File: config.mk
export PLATFORM = sky130hd
export DESIGN_NAME = aud_gain_stage
export DESIGN_NICKNAME = d
export VERILOG_FILES = /design/src/rtl/aud_gain_stage.sv
export SDC_FILE = /design/constraint.sdc
export NUM_CORES = 1
export LEC_CHECK = 0
export CORE_MARGIN = 5
export CORE_UTILIZATION = 40
export DETAILED_ROUTE_END_ITERATION = 7
export MAX_ROUTING_LAYER = met4
export PLACE_DENSITY = 0.66
export REMOVE_ABC_BUFFERS = 1
export SLEW_MARGIN = 10
export SYNTH_ARGS = -nofsm -noshare
export SYNTH_HDL_FRONTEND = slang
export SYNTH_SLANG_ARGS = --single-unit
File: constraint.sdc
create_clock -name clk -period 6.5 [get_ports clk]
set_input_delay 0.975 -clock clk [delete_from_list [all_inputs] [get_ports clk]]
set_output_delay 0.975 -clock clk [all_outputs]
set_load 0.01 [all_outputs]
File: src/rtl/aud_gain_stage.sv
// Two-channel digital gain stage between the codec ADC and DAC ports: ramped
// per-channel gain with mute, one shared multiplier, saturation and DAC hand-off.
module aud_gain_stage #(
   parameter int unsigned RAMP_SAMPLES = 32
) (
   input  logic        clk,
   input  logic        rst,
   input  logic        init_done,
   input  logic [1:0]  aud_dout_vld,
   input  logic [23:0] aud_dout,
   input  logic [1:0]  aud_din_ack,
   output logic [23:0] aud_din0,
   output logic [23:0] aud_din1,
   input  logic [7:0]  gain_tgt0,
   input  logic [7:0]  gain_tgt1,
   input  logic        mute,
   output logic [7:0]  gain_cur0,
   output logic [7:0]  gain_cur1,
   output logic [1:0]  din_fresh,
   output logic [7:0]  underrun_cnt,
   input  logic        underrun_clr
);
   localparam logic [7:0] RAMP_LAST = 8'(RAMP_SAMPLES - 32'd1);

   logic [1:0]  vld_s, ack_s, wr_s, und_ev_s;
   logic        slot_vld_q, slot_vld_d, slot_ch_q, slot_ch_d;
   logic [23:0] slot_smp_q, slot_smp_d;
   logic [7:0]  slot_gain_q, slot_gain_d;
   logic        pend_vld_q, pend_vld_d;
   logic [23:0] pend_smp_q, pend_smp_d;
   logic [7:0]  pend_gain_q, pend_gain_d;
   logic        prod_vld_q, prod_vld_d, prod_ch_q, prod_ch_d;
   logic [32:0] prod_q, prod_d;
   logic [23:0] sat_s;
   logic [23:0] din0_q, din0_d, din1_q, din1_d;
   logic [1:0]  fresh_q, fresh_d;
   logic [7:0]  und_q, und_d;
   logic [8:0]  und_sum_s;
   logic [7:0]  ramp_q, ramp_d, gcur0_q, gcur0_d, gcur1_q, gcur1_d;

   // Product >>> 6 is 27 bits; clamp to the 24-bit signed range.
   function automatic logic [23:0] sat24(input logic [26:0] v);
      if ((v[26:23] == 4'b0000) || (v[26:23] == 4'b1111)) begin
         sat24 = v[23:0];
      end else if (v[26]) begin
         sat24 = 24'h800000;
      end else begin
         sat24 = 24'h7FFFFF;
      end
   endfunction

   function automatic logic [7:0] step_gain(input logic [7:0] cur, input logic [7:0] tgt);
      if (cur < tgt) begin
         step_gain = cur + 8'd1;
      end else if (cur > tgt) begin
         step_gain = cur - 8'd1;
      end else begin
         step_gain = cur;
      end
   endfunction

   // Input arbitration: channel 0 wins a tie, channel 1 waits one cycle in the pending slot.
   always_comb begin
      vld_s       = init_done ? aud_dout_vld : 2'b00;
      slot_vld_d  = 1'b0;
      slot_ch_d   = 1'b0;
      slot_smp_d  = slot_smp_q;
      slot_gain_d = slot_gain_q;
      pend_vld_d  = pend_vld_q;
      pend_smp_d  = pend_smp_q;
      pend_gain_d = pend_gain_q;
      if (vld_s[0]) begin
         slot_vld_d  = 1'b1;
         slot_smp_d  = aud_dout;
         slot_gain_d = gcur0_q;
         if (vld_s[1]) begin
            pend_vld_d  = 1'b1;
            pend_smp_d  = aud_dout;
            pend_gain_d = gcur1_q;
         end else begin
            pend_vld_d  = pend_vld_q;
         end
      end else if (vld_s[1]) begin
         slot_vld_d  = 1'b1;
         slot_ch_d   = 1'b1;
         slot_smp_d  = aud_dout;
         slot_gain_d = gcur1_q;
         pend_vld_d  = 1'b0;
      end else if (pend_vld_q) begin
         slot_vld_d  = 1'b1;
         slot_ch_d   = 1'b1;
         slot_smp_d  = pend_smp_q;
         slot_gain_d = pend_gain_q;
         pend_vld_d  = 1'b0;
      end else begin
         slot_vld_d  = 1'b0;
      end
      if (!init_done) begin
         slot_vld_d = 1'b0;
         pend_vld_d = 1'b0;
      end else begin
         pend_vld_d = pend_vld_d;
      end
   end

   // Shared multiplier, stage-2 saturation and the DAC handshake / underrun counter.
   always_comb begin
      ack_s      = init_done ? aud_din_ack : 2'b00;
      prod_vld_d = slot_vld_q & init_done;
      prod_ch_d  = slot_ch_q;
      prod_d     = {{9{slot_smp_q[23]}}, slot_smp_q} * {25'd0, slot_gain_q};
      sat_s      = sat24(prod_q[32:6]);
      wr_s[0]    = prod_vld_q & init_done & ~prod_ch_q;
      wr_s[1]    = prod_vld_q & init_done & prod_ch_q;
      und_ev_s   = ack_s & ~fresh_q & ~wr_s;
      din0_d     = din0_q;
      din1_d     = din1_q;
      fresh_d    = fresh_q & ~ack_s;
      if (!init_done) begin
         din0_d  = 24'd0;
         din1_d  = 24'd0;
         fresh_d = 2'b00;
      end else begin
         if (wr_s[0]) begin
            din0_d     = sat_s;
            fresh_d[0] = 1'b1;
         end else begin
            din0_d     = din0_q;
         end
         if (wr_s[1]) begin
            din1_d     = sat_s;
            fresh_d[1] = 1'b1;
         end else begin
            din1_d     = din1_q;
         end
      end
      und_sum_s = {1'b0, und_q} + {8'd0, und_ev_s[0]} + {8'd0, und_ev_s[1]};
      if (underrun_clr) begin
         und_d = 8'd0;
      end else if (und_sum_s > 9'd255) begin
         und_d = 8'hFF;
      end else begin
         und_d = und_sum_s[7:0];
      end
   end

   // Gain ramp: one step toward the effective target every RAMP_SAMPLES channel-0 strobes.
   always_comb begin
      ramp_d  = ramp_q;
      gcur0_d = gcur0_q;
      gcur1_d = gcur1_q;
      if (vld_s[0]) begin
         if (ramp_q == RAMP_LAST) begin
            ramp_d  = 8'd0;
            gcur0_d = step_gain(gcur0_q, mute ? 8'd0 : gain_tgt0);
            gcur1_d = step_gain(gcur1_q, mute ? 8'd0 : gain_tgt1);
         end else begin
            ramp_d  = ramp_q + 8'd1;
         end
      end else begin
         ramp_d = ramp_q;
      end
   end

   // State registers.
   always_ff @(posedge clk or posedge rst) begin
      if (rst) begin
         slot_vld_q  <= 1'b0;
         slot_ch_q   <= 1'b0;
         slot_smp_q  <= 24'd0;
         slot_gain_q <= 8'd0;
         pend_vld_q  <= 1'b0;
         pend_smp_q  <= 24'd0;
         pend_gain_q <= 8'd0;
         prod_vld_q  <= 1'b0;
         prod_ch_q   <= 1'b0;
         prod_q      <= 33'd0;
         din0_q      <= 24'd0;
         din1_q      <= 24'd0;
         fresh_q     <= 2'b00;
         und_q       <= 8'd0;
         ramp_q      <= 8'd0;
         gcur0_q     <= 8'd0;
         gcur1_q     <= 8'd0;
      end else begin
         slot_vld_q  <= slot_vld_d;
         slot_ch_q   <= slot_ch_d;
         slot_smp_q  <= slot_smp_d;
         slot_gain_q <= slot_gain_d;
         pend_vld_q  <= pend_vld_d;
         pend_smp_q  <= pend_smp_d;
         pend_gain_q <= pend_gain_d;
         prod_vld_q  <= prod_vld_d;
         prod_ch_q   <= prod_ch_d;
         prod_q      <= prod_d;
         din0_q      <= din0_d;
         din1_q      <= din1_d;
         fresh_q     <= fresh_d;
         und_q       <= und_d;
         ramp_q      <= ramp_d;
         gcur0_q     <= gcur0_d;
         gcur1_q     <= gcur1_d;
      end
   end

   assign aud_din0     = din0_q;
   assign aud_din1     = din1_q;
   assign din_fresh    = fresh_q;
   assign gain_cur0    = gcur0_q;
   assign gain_cur1    = gcur1_q;
   assign underrun_cnt = und_q;

endmodule

* Word level (Yosys, flattened, before mapping)
Index checks and enable logic that the tools add are counted.
Storage, ports and cells: register bits after elaboration 184, output and inout bits 74
Operators by class: add/subtract/negate cells 7, multipliers 1, $lt $le $gt $ge 5, equal/unequal tests 5, multiplexer cells 34, bitwise gates (word level) 11, reductions and logical operators 8
Operators by type and width (count):
- two-way mux 24 bit | 9
- two-way mux 8 bit | 12
- multiplier 24 x 9 -> 33 bit | 1
- adder 8 x 1 -> 8 bit, second input constant | 3
- > comparator 8 bit | 2
- less-than comparator 8 bit | 2
- subtractor 8 x 1 -> 8 bit, second input constant | 2
- two-way mux 1 bit | 10
- adder 8 x 1 -> 9 bit | 1
- adder 9 x 1 -> 9 bit | 1
- > comparator 9 x 8 -> 1 bit, second input constant | 1
- equality test 8 x 5 -> 1 bit, second input constant | 1
- bitwise AND 2 bit | 3
- two-way mux 2 bit | 3
- inverter 2 bit | 3
- AND reduction 3 bit | 2
- bitwise AND 1 bit | 4
- equality test 4 bit, second input constant | 1
- zero test 4 bit | 1
- inequality test 2 x 1 -> 1 bit, second input constant | 2
- nonzero test 2 bit | 2
- inequality test 3 x 2 -> 1 bit, second input constant | 1
- nonzero test 3 bit | 1
- AND reduction 2 bit | 1
- other kinds (2) | 2

* Depth between registers and ports, before layout
Gate-level depths: netlist of the first run.
depth in word-level cells 9, depth in mapped cells 19, depth with buffers taken out 18

* Worst setup path after synthesis of the first run
OpenSTA, ideal clock, no wires.
kind reg-to-reg, from reg slot_gain_q[2], to reg prod_q[29], data arrival time 4.648 ns, data required time 6.377 ns, path slack 1.729 ns, stages on the path, launching flop included 20, buffers on the path 3, path through dfrtp_1 -> clkbuf_1 -> clkbuf_1 -> nand2_1 -> fa_1 -> inv_1 -> fa_1 -> fa_1 -> inv_1 -> fa_1 -> inv_1 -> ha_1 -> buf_2 -> a21oi_1 -> o21ai_0 -> a221oi_1 -> nand3b_1 -> o21ai_0 -> nor2_1 -> o221a_2
On the way: word-level cells in the longest chain between the ends 1
Ends and longest elaborated chain:
- from (decl) | RTL line 28 | logic [7:0] slot_gain_q, slot_gain_d;
- from (signal assigned) | RTL line 189 | slot_gain_q <= slot_gain_d;
- multiplier 24 x 9 -> 33 bit | RTL line 111 | prod_d = {{9{slot_smp_q[23]}}, slot_smp_q} * {25'd0, slot_gain_q};
- via prod_d[29] | RTL line 33 | logic [32:0] prod_q, prod_d;
- to (signal assigned) | RTL line 195 | prod_q <= prod_d;
- to (decl) | RTL line 33
The timed path passes the listed nets, and every way through them passes these cells. A chain may end at the register's enable or synchronous reset.

* Worst setup path in the final report of the first run
from reg slot_gain_q[0], to reg prod_q[27]
Same word-level chain as after synthesis.

==> results of run 1 <==
## metal layers
layer	global-route usage [%]	up-vias	part of all wire [%]	wire length [microns]
li1	-	4975	-	-
met1	23.50	4964	49	15130
met2	26.29	181	46	14400
met3	2.702	16	4.2	1305
met4	3.321	0	1.0	318
met5	-	-	0	0
## state kept, by name (all words and copies together) (netlist names), 2 cells and up
name and flops:
aud_din0 24, aud_din1 24, din_fresh 2, gain_cur0 8, gain_cur1 8, pend_gain_q 8
pend_smp_q 24, prod_q 27, ramp_q 8, slot_gain_q 8, slot_smp_q 24, underrun_cnt 8
## synthesized netlist by cell type, types with 4 or more instances
master | number | share of area [%]
o21bai_1 | 4 | 0.21
fa_1 | 152 | 21
nor3_1 | 10 | 0.35
buf_1 | 11 | 0.29
nand2b_1 | 22 | 0.96
and2_1 | 94 | 4.1
nand4_1 | 8 | 0.35
a21boi_0 | 4 | 0.21
mux2_2 | 41 | 3.2
a211oi_1 | 4 | 0.21
xnor2_1 | 41 | 2.5
o21ai_0 | 92 | 3.2
a21o_1 | 17 | 0.89
nand3_1 | 19 | 0.66
clkbuf_1 | 51 | 1.3
ha_1 | 92 | 8.0
a221o_1 | 6 | 0.42
dfrtp_1 | 178 | 31
o21a_1 | 6 | 0.31
a31oi_1 | 5 | 0.22
xor2_1 | 9 | 0.55
and3_1 | 6 | 0.26
nor2b_1 | 13 | 0.56
a21oi_1 | 74 | 2.6
nand2_1 | 190 | 5.0
inv_1 | 197 | 5.1
and2_2 | 5 | 0.26
mux2i_1 | 25 | 1.7
nor2_1 | 61 | 1.6
## layout by cell type, fill, tap and decap left out, drive strengths merged, types with 3 or more instances in the layout
cell / synthesis / final
nand3: 19 / 19
ha: 92 / 92
dfrtp: 178 / 178
fa: 152 / 152
o31ai: 3 / 3
a211o: 3 / 3
or3: 3 / 3
and3: 6 / 6
o21ai: 93 / 93
xnor2: 41 / 41
xor2: 9 / 9
a211oi: 4 / 4
nand4: 8 / 8
o21a: 6 / 6
buf: 14 / 8
nor2: 63 / 63
a21boi: 4 / 4
a21o: 17 / 17
clkbuf: 51 / 18
a221o: 6 / 6
mux2: 41 / 41
clkinv: 0 / 7
o211ai: 3 / 3
and2: 99 / 99
nor3: 10 / 10
mux2i: 25 / 25
nand2b: 23 / 23
clkdlybuf4s50: 0 / 122
a31oi: 5 / 5
a311oi: 3 / 3
o41ai: 3 / 3
nor2b: 13 / 13
a21oi: 74 / 74
o21bai: 4 / 4
inv: 197 / 204
nand2: 190 / 190
## report_power, final
| group | internal, W | switching [W] |
|---|---|---|
| sequential | 0.00132 | 0.000168 |
| clock | 0.000529 | 0.000533 |
| combinational | 0.000511 | 0.000564 |
## cell families after synthesis
group	synth area share, %
compound gates	10.23
xor+xnor	3.041
fa+ha+maj	29.12
buf+inv	6.872
flops	30.93
mux	4.944
simple gates	14.87
## area by class of cell
type	instances	area, sq um
Fill cell	3334	18940
Multi-Input combinational cell	1048	8969
Sequential cell	178	4454
Timing Repair Buffer	130	1281
Inverter	197	744.5
Tap cell	461	576.8
Clock buffer	18	439.2
Clock inverter	14	163.9
## metrics by stage
step                setup slack (ns)  utilization, %  instances  hold WS (ns)
floorplan                     0.6947               -       1423        0.3312
global placement               1.245           45.05       2014        0.3402
detailed placement             1.142           45.05       2014        0.3609
CTS                            1.123           46.75       2046        0.3679
global route                  0.7434           46.75       2046        0.3695
finish                         1.081           46.75       2046        0.3679
## worst max path at each step
stage                   start           to  slack (ns)
2_1_floorplan             rst  aud_din0[0]        0.69
3_3_place_gp   slot_gain_q[0]   prod_q[29]        1.24
3_5_place_dp   slot_gain_q[0]   prod_q[27]        1.14
4_1_cts        slot_gain_q[0]   prod_q[29]        1.12
5_1_grt        slot_gain_q[1]   prod_q[20]        0.74
6_report       slot_gain_q[0]   prod_q[27]        1.08
==> results.json, run 1 <==
{
  "post-cts-setup-buffers": 0,
  "hold_path_end": "prod_ch_q",
  "clock-sinks": 178,
  "coreArea_sq_um": 35570,
  "grt_max_degree": 69,
  "yosysSeqAreaShare_pct": 30.93,
  "outcome": "finished clean",
  "period_share_pct": 83.38,
  "critPathTopFamily": "adder cells",
  "cp_max_fo": 24,
  "clk_latency_ns": 0.44,
  "globalplace.congestion": 0.8457,
  "period_minus_slack_ns": 5.419,
  "critPathMaxStageDelay_ns": 0.87,
  "synth_edf_count": 0,
  "rsz0062_at_grt": "no",
  "syn-mean-instance-area_sq_um": 9.678,
  "ir_drop_uv": 148.9,
  "clkSlewWorstSetupHoldPaths_ns": 0.08,
  "wl_per_cell_microns": 15.23,
  "syn_area_sq_um": 14400,
  "start_kind": "flop",
  "hold_path_class": "flop to flop",
  "grt_pass1_wl_mm": 53.25,
  "relSlewSlack_pct": 39.85,
  "drive_gt1_share_pct": 6.120,
  "synth-main-ff-cell": "dfrtp_1",
  "crit_arrival_ns": 5.73,
  "worst-path-buf-inv": 3,
  "fp-row-count": 69,
  "port_buffers": 122,
  "cts-root-buf": "clkbuf_16",
  "grt_use_total_pct": 16.80,
  "cp.required_ns": 6.81,
  "critPathKind": "flop to flop",
  "fp.dieW_microns": 199.7,
  "hold_path_startpoint": "prod_ch_d",
  "p_leak_nw": 7.970,
  "hpwl_mm": 24.01,
  "postPlaceCellArea_sq_um": 16030,
  "first_pass_iters": 5,
  "endpoint_kind": "flop",
  "slew_violations": 0,
  "antenna_cells": 0,
  "start_util_pct": 40.49,
  "design.portCount": 123,
  "setup_violations": 0,
  "maxCapViolCount": 0,
  "ant_nets": 0,
  "nets": 1865,
  "first_global_vias": 10530,
  "total_power_w": 0.003629,
  "finalHoldViolations": 0,
  "crit_cells": 16,
  "die-area_sq_um": 39900,
  "die_h_microns": 199.7,
  "dr_total_vias": 10140,
  "ys_seq_elements": 178,
  "postCtsResizedCells": 0,
  "finalClockSkew_ns": 0.01224,
  "clockBufferDepth": 2,
  "stdcell_area_sq_um": 16630,
  "r2r_slack_ns": 1.08,
  "crit_path_frequent_cell": "fa_1",
  "htree_levels": 4,
  "slowest_stage": "dfrtp_1",
  "r2r_end": "prod_q[27]",
  "finalSetupTns_ns": 0,
  "avgViaCountPerCell": 4.954,
  "crit_chain": "nand2_1, fa_1, inv_1, fa_1, fa_1, inv_1, fa_1, inv_1, ha_1, a21oi_1, o21ai_0, a221oi_1, nand3b_1, o21ai_0, o21ai_0, xor2_1",
  "synth_cell_types": 60,
  "power_per_cell_area_nw_per_um2": 218.2,
  "min_path_cells": 0,
  "tightest_slew_ns": 0.9022,
  "async_reset_ff_share_pct": 100.0,
  "antenna_found_initial": 0,
  "timing.rr.start": "slot_gain_q[0]",
  "postCtsHoldBufs": 0,
  "overflow": 0,
  "fmax_mhz": 184.5,
  "r2r_cells": 16,
  "cts_made_buffers": 17,
  "synth_cells": 1488,
  "wl_mm": 31.15,
  "synth_warnings": 0,
  "drt-initial-drc-count": 460,
  "drc_errors": 0,
  "cts_tree": "built",
  "area_delta_synth_final_pct": 15.46
}
(Power assumes the default switching activity.)
==> inputs of run 2 (changes only) <==
==> constraint.sdc (replaced) <==
create_clock -name clk -period 5 [get_ports clk]
set_input_delay 0.75 -clock clk [delete_from_list [all_inputs] [get_ports clk]]
set_output_delay 0.75 -clock clk [all_outputs]
set_load 0.01 [all_outputs]
==> run 2 against run 1 <==
Largest cell class unchanged. Die area did not move. First-iteration DRC count rose by 23%. Critical path depth rose by 1. Critical path type unchanged. Register-to-register slack got worse by 0.84 ns. Clock power rose by 28%. Power rose by 32%. Critical endpoint is now prod_q[30].
==> results.json, run 2 (synthesis results as in run 1) <==
{
  "nFillCells": 3357,
  "grt_use_total_pct": 17.12,
  "tightest_slew_ns": 0.7400,
  "utilization_pct": 48.04,
  "grt_max_degree": 71,
  "globalplace.congestion": 0.8945,
  "outcome": "finished clean",
  "layout.cells.non_filler": 2099,
  "start_kind": "flop",
  "avgViaCountPerCell": 4.936,
  "antenna_cells": 0,
  "drive_gt1_share_pct": 9.341,
  "layout_commonest_cell": "inv_1",
  "die_h_microns": 199.7,
  "fp-row-count": 69,
  "period_share_pct": 95.19,
  "postPlaceCellArea_sq_um": 16490,
  "wl_per_cell_microns": 15.16,
  "wl_mm": 31.82,
  "htree_levels": 4,
  "cp.required_ns": 5.35,
  "endpoint_kind": "flop",
  "fp.dieW_microns": 199.7,
  "design.portCount": 123,
  "r2r_end": "prod_q[30]",
  "timing.rr.start": "slot_gain_q[0]",
  "cts_made_buffers": 17,
  "nets": 1918,
  "ant_nets": 0,
  "drc_errors": 0,
  "first_pass_iters": 5,
  "port_buffers": 122,
  "crit_arrival_ns": 5.11,
  "overflow": 0,
  "p_leak_nw": 8.233,
  "hold_path_end": "prod_ch_q",
  "cts-root-buf": "clkbuf_16",
  "finalHoldViolations": 0,
  "finalClockSkew_ns": 0.01116,
  "antenna_found_initial": 1,
  "period_minus_slack_ns": 4.759,
  "drt-initial-drc-count": 566,
  "cts_tree": "built",
  "hold_path_class": "flop to flop",
  "hpwl_mm": 24.89,
  "clkSlewWorstSetupHoldPaths_ns": 0.07,
  "power_per_cell_area_nw_per_um2": 279.9,
  "postCtsHoldBufs": 0,
  "placedCellCount": 2067,
  "slew_violations": 0,
  "ir_drop_uv": 230.8,
  "r2r_slack_ns": 0.24,
  "largest_register": "prod_q",
  "area_delta_synth_final_pct": 18.65,
  "die-area_sq_um": 39900,
  "clockBufferDepth": 2,
  "start_util_pct": 40.49,
  "post-cts-setup-buffers": 0,
  "fmax_mhz": 210.1,
  "largest_reg_flops": 27,
  "setup_violations": 0,
  "clk_latency_ns": 0.45,
  "min_path_cells": 0,
  "grt_pass1_wl_mm": 54.09,
  "finalSetupTns_ns": 0,
  "maxCapViolCount": 0,
  "critPathKind": "flop to flop",
  "cp_max_fo": 22,
  "r2r_cells": 17,
  "mostFrequentLayoutCells": "inv_1, nand2_1, dfrtp_1",
  "dr_total_vias": 10360,
  "stdcell_area_sq_um": 17090,
  "hold_path_startpoint": "prod_ch_d",
  "first_global_vias": 10970,
  "relSlewSlack_pct": 50.57,
  "rsz0062_at_grt": "no",
  "coreArea_sq_um": 35570,
  "clock-sinks": 178
}
==> run 2: cell count changes in the layout (fill, tap and decap cells not counted), sizes merged <==
| cell | previous run | this run |
|---|---|---|
| clkbuf | 18 | 19 |
| bufinv | 0 | 2 |
| clkinv | 7 | 4 |
| buf | 8 | 61 |
| inv | 204 | 201 |
| clkinvlp | 0 | 3 |
==> run 2: worst max-delay path by stage <==
stage              startpoint  cells after the start           to
6_report       slot_gain_q[0]                     17   prod_q[30]
3_3_place_gp   slot_gain_q[5]                     16   prod_q[30]
5_1_grt        slot_gain_q[3]                     16   prod_q[30]
4_1_cts        slot_gain_q[5]                     16   prod_q[27]
3_5_place_dp   slot_gain_q[5]                     16   prod_q[27]
2_1_floorplan             rst                      1  aud_din0[0]
==> run 2: final cells by class <==
class | instances | area (sq um) | share of cell area [%]
Sequential cell | 178 | 4457 | 26.08
Timing Repair Buffer | 183 | 1742 | 10.19
Clock buffer | 19 | 432.9 | 2.534
Multi-Input combinational cell | 1048 | 8985 | 52.58
Clock inverter | 13 | 150.1 | 0.8787
Inverter | 197 | 744.5 | 4.357
Tap cell | 461 | 576.8 | 3.376
==> run 2: report_power, final <==
part           internal [W]  switching [W]  total, W
clock network      0.000745       0.000613   0.00136
registers           0.00172       0.000206   0.00193
logic              0.000727       0.000769   0.00150
==> run 2: critical path, stage by stage, from the launching register on <==
cell,delay (ns)
dfrtp_1,0.39
buf_12,0.18
nand2_1,0.10
fa_1,0.56
inv_1,0.06
fa_1,0.48
fa_1,0.54
inv_1,0.05
fa_1,0.47
inv_1,0.04
ha_1,0.28
a21o_1,0.18
a21oi_1,0.15
a2bb2oi_1,0.27
o211ai_1,0.12
nand2b_2,0.23
or3b_2,0.47
o311ai_2,0.09
==> run 2: per-layer routing <==
metal	vias up	wire length (microns)	GRT usage [%]
met3	16	1183	2.383
li1	5082	-	-
met2	181	15070	27.54
met1	5081	15280	23.50
met4	0	291	3.547
met5	-	0	-
==> run 2: stage by stage <==
step / worst slack (ns) / hold slack [ns] / total power, W
2_1_floorplan: -0.5803 / 0.3312 / 0.002795
4_1_cts: 0.05232 / 0.3681 / 0.004852
6_report: 0.2406 / 0.3631 / 0.004783
3_3_place_gp: 0.2005 / 0.3382 / 0.003417
3_5_place_dp: 0.08509 / 0.3516 / 0.003467
5_1_grt: 0.01859 / 0.3719 / 0.005130
==> run 2: repair_timing <==
action,CTS,global route
hold endpoints to repair,0,0
resized for setup,0,6
endpoints found under the setup margin,0,10
